[src/rtl/fpu_sched_pkg.sv]
// Shared types and encodings for the FPU job scheduler.
package fpu_sched_pkg;

  typedef enum logic [2:0] {
    ST_IDLE    = 3'd0,
    ST_ISSUE   = 3'd1,
    ST_WAIT    = 3'd2,
    ST_RESP    = 3'd3,
    ST_RECOVER = 3'd4
  } state_e;

  localparam logic [1:0] OP_ADD = 2'b00;
  localparam logic [1:0] OP_SUB = 2'b01;
  localparam logic [1:0] OP_MUL = 2'b10;
  localparam logic [1:0] OP_FMA = 2'b11;

  localparam int unsigned FLAG_INVALID   = 0;
  localparam int unsigned FLAG_OVERFLOW  = 1;
  localparam int unsigned FLAG_UNDERFLOW = 2;
  localparam int unsigned FLAG_INEXACT   = 3;

  localparam int unsigned DATA_W = 32;

  typedef struct packed {
    logic [1:0]        op;
    logic [1:0]        fmt;
    logic [DATA_W-1:0] a;
    logic [DATA_W-1:0] b;
    logic [DATA_W-1:0] c;
  } fpu_job_t;

  function automatic int unsigned timer_width(input int unsigned timeout);
    return $clog2(timeout + 1);
  endfunction

endpackage

[src/rtl/fpu_job_scheduler_rr_arbiter.sv]
// Combinational round-robin arbiter: first requester after last_grant wins.
module rr_arbiter #(
  parameter int unsigned N  = 4,
  parameter int unsigned IW = $clog2(N)
) (
  input  logic [N-1:0]  req,
  input  logic [IW-1:0] last_grant,
  output logic [N-1:0]  grant,
  output logic [IW-1:0] grant_idx,
  output logic          any
);

  int unsigned   idx;
  logic [IW-1:0] cidx;

  always_comb begin
    grant     = '0;
    grant_idx = '0;
    any       = 1'b0;
    idx       = 0;
    cidx      = '0;
    for (int unsigned k = 1; k <= N; k++) begin
      idx  = (32'(last_grant) + k) % N;
      cidx = IW'(idx);
      if (!any && req[cidx]) begin
        any        = 1'b1;
        grant[cidx] = 1'b1;
        grant_idx  = cidx;
      end
    end
  end

endmodule

[src/rtl/fpu_job_scheduler.sv]
// Arbitrates requesters onto one FPU lane, issues jobs, returns results,
// and recovers the FPU with a reset pulse if it never completes.
module fpu_job_scheduler
  import fpu_sched_pkg::*;
#(
  parameter int unsigned NUM_REQ    = 4,
  parameter int unsigned TIMEOUT    = 255,
  parameter int unsigned RST_CYCLES = 2
) (
  input  logic                    clk,
  input  logic                    reset_n,
  input  logic [NUM_REQ-1:0]      req_valid,
  output logic [NUM_REQ-1:0]      req_ready,
  input  logic [2*NUM_REQ-1:0]    req_op,
  input  logic [2*NUM_REQ-1:0]    req_fmt,
  input  logic [32*NUM_REQ-1:0]   req_a,
  input  logic [32*NUM_REQ-1:0]   req_b,
  input  logic [32*NUM_REQ-1:0]   req_c,
  output logic [NUM_REQ-1:0]      resp_valid,
  output logic [31:0]             resp_data,
  output logic [3:0]              resp_flags,
  output logic                    resp_timeout,
  output logic                    fpu_en,
  output logic                    fpu_rst_w,
  output logic                    fpu_doorbell_w,
  output logic [1:0]              fpu_operation,
  output logic [1:0]              fpu_format,
  output logic                    fpu_fused_m_a,
  output logic [31:0]             fpu_operand_a,
  output logic [31:0]             fpu_operand_b,
  output logic [31:0]             fpu_operand_c,
  input  logic [31:0]             fpu_output,
  input  logic                    fpu_invalid_op_flag_0,
  input  logic                    fpu_overflow_flag_0,
  input  logic                    fpu_underflow_flag_0,
  input  logic                    fpu_inexact_flag_0,
  input  logic                    fpu_ready
);

  localparam int unsigned IW = $clog2(NUM_REQ);
  localparam int unsigned TW = timer_width(TIMEOUT);
  localparam int unsigned RW = $clog2(RST_CYCLES + 1);
  localparam logic [NUM_REQ-1:0] ONE_HOT0 = NUM_REQ'(1);

  state_e              state_q, state_d;
  fpu_job_t            job_q, job_d;
  logic                fused_q, fused_d;
  logic [IW-1:0]       last_q, last_d;
  logic [TW-1:0]       timer_q, timer_d;
  logic [RW-1:0]       rcnt_q, rcnt_d;
  logic                ready_q;
  logic [31:0]         rdata_q, rdata_d;
  logic [3:0]          rflags_q, rflags_d;
  logic                rto_q, rto_d;
  logic [NUM_REQ-1:0]  rvalid_q, rvalid_d;
  logic                bell_q, bell_d;
  logic                frst_q, frst_d;
  logic                en_q;

  fpu_job_t            job_arr [NUM_REQ];
  logic [NUM_REQ-1:0]  grant;
  logic [IW-1:0]       gidx;
  logic                any;
  logic                accept;
  logic [3:0]          fpu_flags;

  for (genvar i = 0; i < NUM_REQ; i++) begin : g_unpack
    assign job_arr[i] = '{op:  req_op[2*i+1:2*i],
                          fmt: req_fmt[2*i+1:2*i],
                          a:   req_a[32*i+31:32*i],
                          b:   req_b[32*i+31:32*i],
                          c:   req_c[32*i+31:32*i]};
  end

  rr_arbiter #(.N(NUM_REQ), .IW(IW)) u_arb (
    .req        (req_valid),
    .last_grant (last_q),
    .grant      (grant),
    .grant_idx  (gidx),
    .any        (any)
  );

  // Grants are held off until the block has left reset for a clock.
  assign accept    = (state_q == ST_IDLE) && en_q && any;
  assign req_ready = accept ? grant : '0;

  always_comb begin
    fpu_flags                 = '0;
    fpu_flags[FLAG_INVALID]   = fpu_invalid_op_flag_0;
    fpu_flags[FLAG_OVERFLOW]  = fpu_overflow_flag_0;
    fpu_flags[FLAG_UNDERFLOW] = fpu_underflow_flag_0;
    fpu_flags[FLAG_INEXACT]   = fpu_inexact_flag_0;
  end

  always_comb begin
    state_d  = state_q;
    job_d    = job_q;
    fused_d  = fused_q;
    last_d   = last_q;
    timer_d  = timer_q;
    rcnt_d   = rcnt_q;
    rdata_d  = rdata_q;
    rflags_d = rflags_q;
    rto_d    = rto_q;
    rvalid_d = '0;
    bell_d   = 1'b0;
    frst_d   = 1'b0;
    case (state_q)
      ST_IDLE: begin
        if (accept) begin
          job_d   = job_arr[gidx];
          fused_d = (job_arr[gidx].op == OP_FMA);
          last_d  = gidx;
          bell_d  = 1'b1;
          state_d = ST_ISSUE;
        end
      end
      ST_ISSUE: begin
        timer_d = '0;
        state_d = ST_WAIT;
      end
      ST_WAIT: begin
        // Only a fresh rising edge of fpu_ready completes the job.
        if (fpu_ready && !ready_q) begin
          rdata_d  = fpu_output;
          rflags_d = fpu_flags;
          rto_d    = 1'b0;
          rvalid_d = ONE_HOT0 << last_q;
          state_d  = ST_RESP;
        end else if (timer_q == TW'(TIMEOUT - 1)) begin
          rcnt_d  = '0;
          frst_d  = 1'b1;
          state_d = ST_RECOVER;
        end else begin
          timer_d = timer_q + TW'(1);
        end
      end
      ST_RECOVER: begin
        rdata_d  = '0;
        rflags_d = '0;
        rto_d    = 1'b1;
        if (rcnt_q == RW'(RST_CYCLES - 1)) begin
          rvalid_d = ONE_HOT0 << last_q;
          state_d  = ST_RESP;
        end else begin
          rcnt_d = rcnt_q + RW'(1);
          frst_d = 1'b1;
        end
      end
      ST_RESP: state_d = ST_IDLE;
      default: state_d = ST_IDLE;
    endcase
  end

  always_ff @(posedge clk or negedge reset_n) begin
    if (!reset_n) begin
      state_q  <= ST_IDLE;
      job_q    <= '0;
      fused_q  <= 1'b0;
      last_q   <= IW'(NUM_REQ - 1);
      timer_q  <= '0;
      rcnt_q   <= '0;
      ready_q  <= 1'b0;
      rdata_q  <= '0;
      rflags_q <= '0;
      rto_q    <= 1'b0;
      rvalid_q <= '0;
      bell_q   <= 1'b0;
      frst_q   <= 1'b0;
      en_q     <= 1'b0;
    end else begin
      state_q  <= state_d;
      job_q    <= job_d;
      fused_q  <= fused_d;
      last_q   <= last_d;
      timer_q  <= timer_d;
      rcnt_q   <= rcnt_d;
      ready_q  <= fpu_ready;
      rdata_q  <= rdata_d;
      rflags_q <= rflags_d;
      rto_q    <= rto_d;
      rvalid_q <= rvalid_d;
      bell_q   <= bell_d;
      frst_q   <= frst_d;
      en_q     <= 1'b1;
    end
  end

  assign resp_valid     = rvalid_q;
  assign resp_data      = rdata_q;
  assign resp_flags     = rflags_q;
  assign resp_timeout   = rto_q;
  assign fpu_en         = en_q;
  assign fpu_rst_w      = frst_q;
  assign fpu_doorbell_w = bell_q;
  assign fpu_operation  = job_q.op;
  assign fpu_format     = job_q.fmt;
  assign fpu_fused_m_a  = fused_q;
  assign fpu_operand_a  = job_q.a;
  assign fpu_operand_b  = job_q.b;
  assign fpu_operand_c  = job_q.c;

endmodule
[config.mk]
export PLATFORM = sky130hd
export DESIGN_NAME = fpu_job_scheduler
export DESIGN_NICKNAME = d
export VERILOG_FILES = /design/src/rtl/fpu_sched_pkg.sv /design/src/rtl/fpu_job_scheduler_rr_arbiter.sv /design/src/rtl/fpu_job_scheduler.sv
export SDC_FILE = /design/constraint.sdc
export NUM_CORES = 1
export LEC_CHECK = 0
export CAP_MARGIN = 5
export CORE_AREA = 5 5 229 231
export CTS_CLUSTER_SIZE = 12
export DETAILED_ROUTE_END_ITERATION = 7
export DIE_AREA = 0 0 234 236
export GPL_ROUTABILITY_DRIVEN = 0
export SKIP_CTS_REPAIR_TIMING = 1
export SYNTH_ARGS = -nofsm -noshare
export SYNTH_HDL_FRONTEND = slang
export SYNTH_SLANG_ARGS = --single-unit
[constraint.sdc]
create_clock -name clk -period 7.6 [get_ports clk]
set_input_delay 1.9 -clock clk [delete_from_list [all_inputs] [get_ports clk]]
set_output_delay 1.9 -clock clk [all_outputs]
set_load 0.1 [all_outputs]
==> reports/qor.yml <==
outcome: "finished, final reports clean"
ys.warnings.count: 0
start_util: 0.199
synthFlopType: "dfrtp_1"
overflow: 0
syn2layout_area_growth_pct: 71.3
drt-initial-drc-count: 680
dr_total_vias: 10600
placementRows: 82
h-tree-depth: 4
worstMarginPinSlew_ns: 1.16
hold_path.class: "reg2reg"
finalSetupViolations: 0
grt_pass1_vias: 11200
finClkSkew_ns: 0.0143
r2r_cells: 9
final_cells: 2227
worstPathRequired_ns: 5.70
drv_slew: 0
nets: 1996
cts_buffers: 17
drcViolationCount: 0
timing.final.crit_share: 0.823
cp-end-kind: "primary output"
io-pin-count: 592
antenna_found_initial: 1
clock-sinks: 161
ys_async_sr_fraction: 1.00
grt_setup_unrepaired: "false"
crit_buf_inv: 2
drive_gt1_frac: 0.106
hold_start: "resp_timeout"
r2r-start: "last_q[0]"
ctsLongestPathBuffers: 2
die_y_um: 236
die_area_um2: 55200
yosysSeqAreaShare: 0.407
routed_via_density: 4.75
clock.fmax_mhz: 160
power_density_nw_per_um2: 533
coreArea_um2: 49900
crit_type: "in2out"
diodes: 0
syn_nets: 1469
cp_num_cells: 6
max-cap-violations: 0
final-hold-violation-count: 0
cp_max_fo: 15
post_drt_wl_per_cell_um: 21.0
cts_tree: "done"
cpPeakStageDelay_ns: 0.69
leakagePower_nw: 6.85
power_mw: 9.04
dp_hpwl_mm: 34.9
vdd_ir_drop_max_mv: 0.536
grt_max_degree: 84
crit_path_start: "req_valid[3]"
synth_seq_cells: 161
max_slew_margin: 0.226
path_clk_slew_ns: 0.06
first_pass_iters: 5
clock_latency_ns: 0.48
dp.cells: 2195
start_kind: "input pin"
track_usage: 0.163
critPathTopFamily: "buffers and inverters"
drtAntennaViolNets: 0
synth_edf_count: 0
cts-root-buf: "clkbuf_16"
synthCells: 1015
port_buffers: 591
synth_area_um2: 9900
wirelength_mm: 46.7
syn_area_per_cell_um2: 9.76
grt_pass1_wl_mm: 69.1
cp_slowest_cell: "mux4_2"
whs_path_depth: 2
synth_cell_type_count: 57
crit_path_cell_trace: "clkdlybuf4s50_1 > mux4_2 > nor4_1 > a221oi_1 > nor2_1 > buf_4"
worst_hold_slack_ns: 0.508
final.setup.tns_ns: 0
crit_arrival_ns: 4.35
die_x_um: 234
fin_crit_ns: 6.25
==> worst paths after layout <==
kind,end,slack (ns)
max,req_ready[2],1.35
min,resp_timeout,0.51
max reg2reg,fpu_operand_c[16],2.80
min reg2reg,resp_timeout,0.51
max in group asynchronous,timer_q[7],4.72
min in group asynchronous,resp_data[30],1.45
==> cells in the final DEF, fill, tap and decap left out, types with 17 or more instances in the layout <==
cell type / n
o21ai_0: 141
mux2_4: 86
a21oi_1: 103
a221o_1: 98
nand2_1: 88
nand3_1: 100
clkbuf_16: 17
nor2_1: 22
clkdlybuf4s50_1: 583
dfrtp_1: 159
buf_4: 26
==> per-layer routing <==
layer  global-route usage  part of all wire  wire [um]
met1                0.188              0.39      18100
met2                0.284              0.51      23900
met3               0.0495             0.072       3360
met4               0.0577             0.028       1310
met5                    0                 0          0
==> worst register-to-register path, cell delays in order (launching register included) <==
cell and delay [ns]:
dfstp_2 0.72, clkinv_1 0.42, ha_1 0.53, mux4_2 0.38, nor2b_4 0.19, o21a_4 0.38
nor2_4 0.88, buf_4 0.48, mux2_4 0.39, a221o_1 0.33
==> flip-flops by register name, summed over array words and instances, names as in the netlist, 3 cells and up <==
signal / flops
resp_flags: 4
state_q: 3
timer_q: 8
fpu_operand_c: 32
fpu_operand_b: 32
resp_valid: 4
resp_data: 32
fpu_operand_a: 32
==> stage by stage <==
stage               instance area [um^2]   util  worst slack [ns]
global placement                   16400  0.329              1.28
floorplan                           9900      -              1.20
global route                       17000  0.340              1.17
CTS                                17000  0.340              1.38
detailed placement                 16400  0.329              1.15
finish                             17000  0.340              1.35
==> area by class of cell <==
cell class | count | area (um^2)
timing repair buffer | 612 | 6080
clock buffer | 18 | 429
fill | 5117 | 32900
tap | 672 | 841
multi-input combinational | 743 | 5400
clock inverter | 14 | 150
sequential | 161 | 4030
inverter | 7 | 26.3
==> report_power, final <==
part	leakage (nW)	internal, mW	switching (mW)
clock	0.278	0.462	0.423
sequential	2.03	1.23	0.247
combinational	4.55	2.09	4.58
total	6.85	3.78	5.25
==> synth_stat cells, drive strengths merged, types with 3 or more instances <==
library cell | count | area [um^2]
nor2b | 8 | 57.6
nor2 | 24 | 92.6
mux4 | 3 | 67.6
o21ai | 142 | 711
a22oi | 5 | 37.5
mux2 | 98 | 1430
or3 | 4 | 25.0
a221o | 98 | 981
a21oi | 103 | 515
buf | 23 | 189
nand3 | 100 | 500
inv | 6 | 22.5
xor2 | 4 | 35.0
clkbuf | 81 | 304
nand2 | 90 | 338
a221oi | 4 | 35.0
nand2b | 4 | 25.0
dfrtp | 159 | 3980
o32ai | 3 | 26.3
mux2i | 5 | 50.1
o211ai | 5 | 37.5
ha | 11 | 138
==> logic make-up after synthesis <==
group	share of synthesized area
other	0.000379
xor gates and xnor gates	0.00442
adders and majority gates	0.0139
DFF	0.407
buffers and inverters	0.0524
muxes	0.156
and+or+nand+nor	0.115
AOI/OAI and AO/OA	0.251
(Power assumes the default switching activity.)
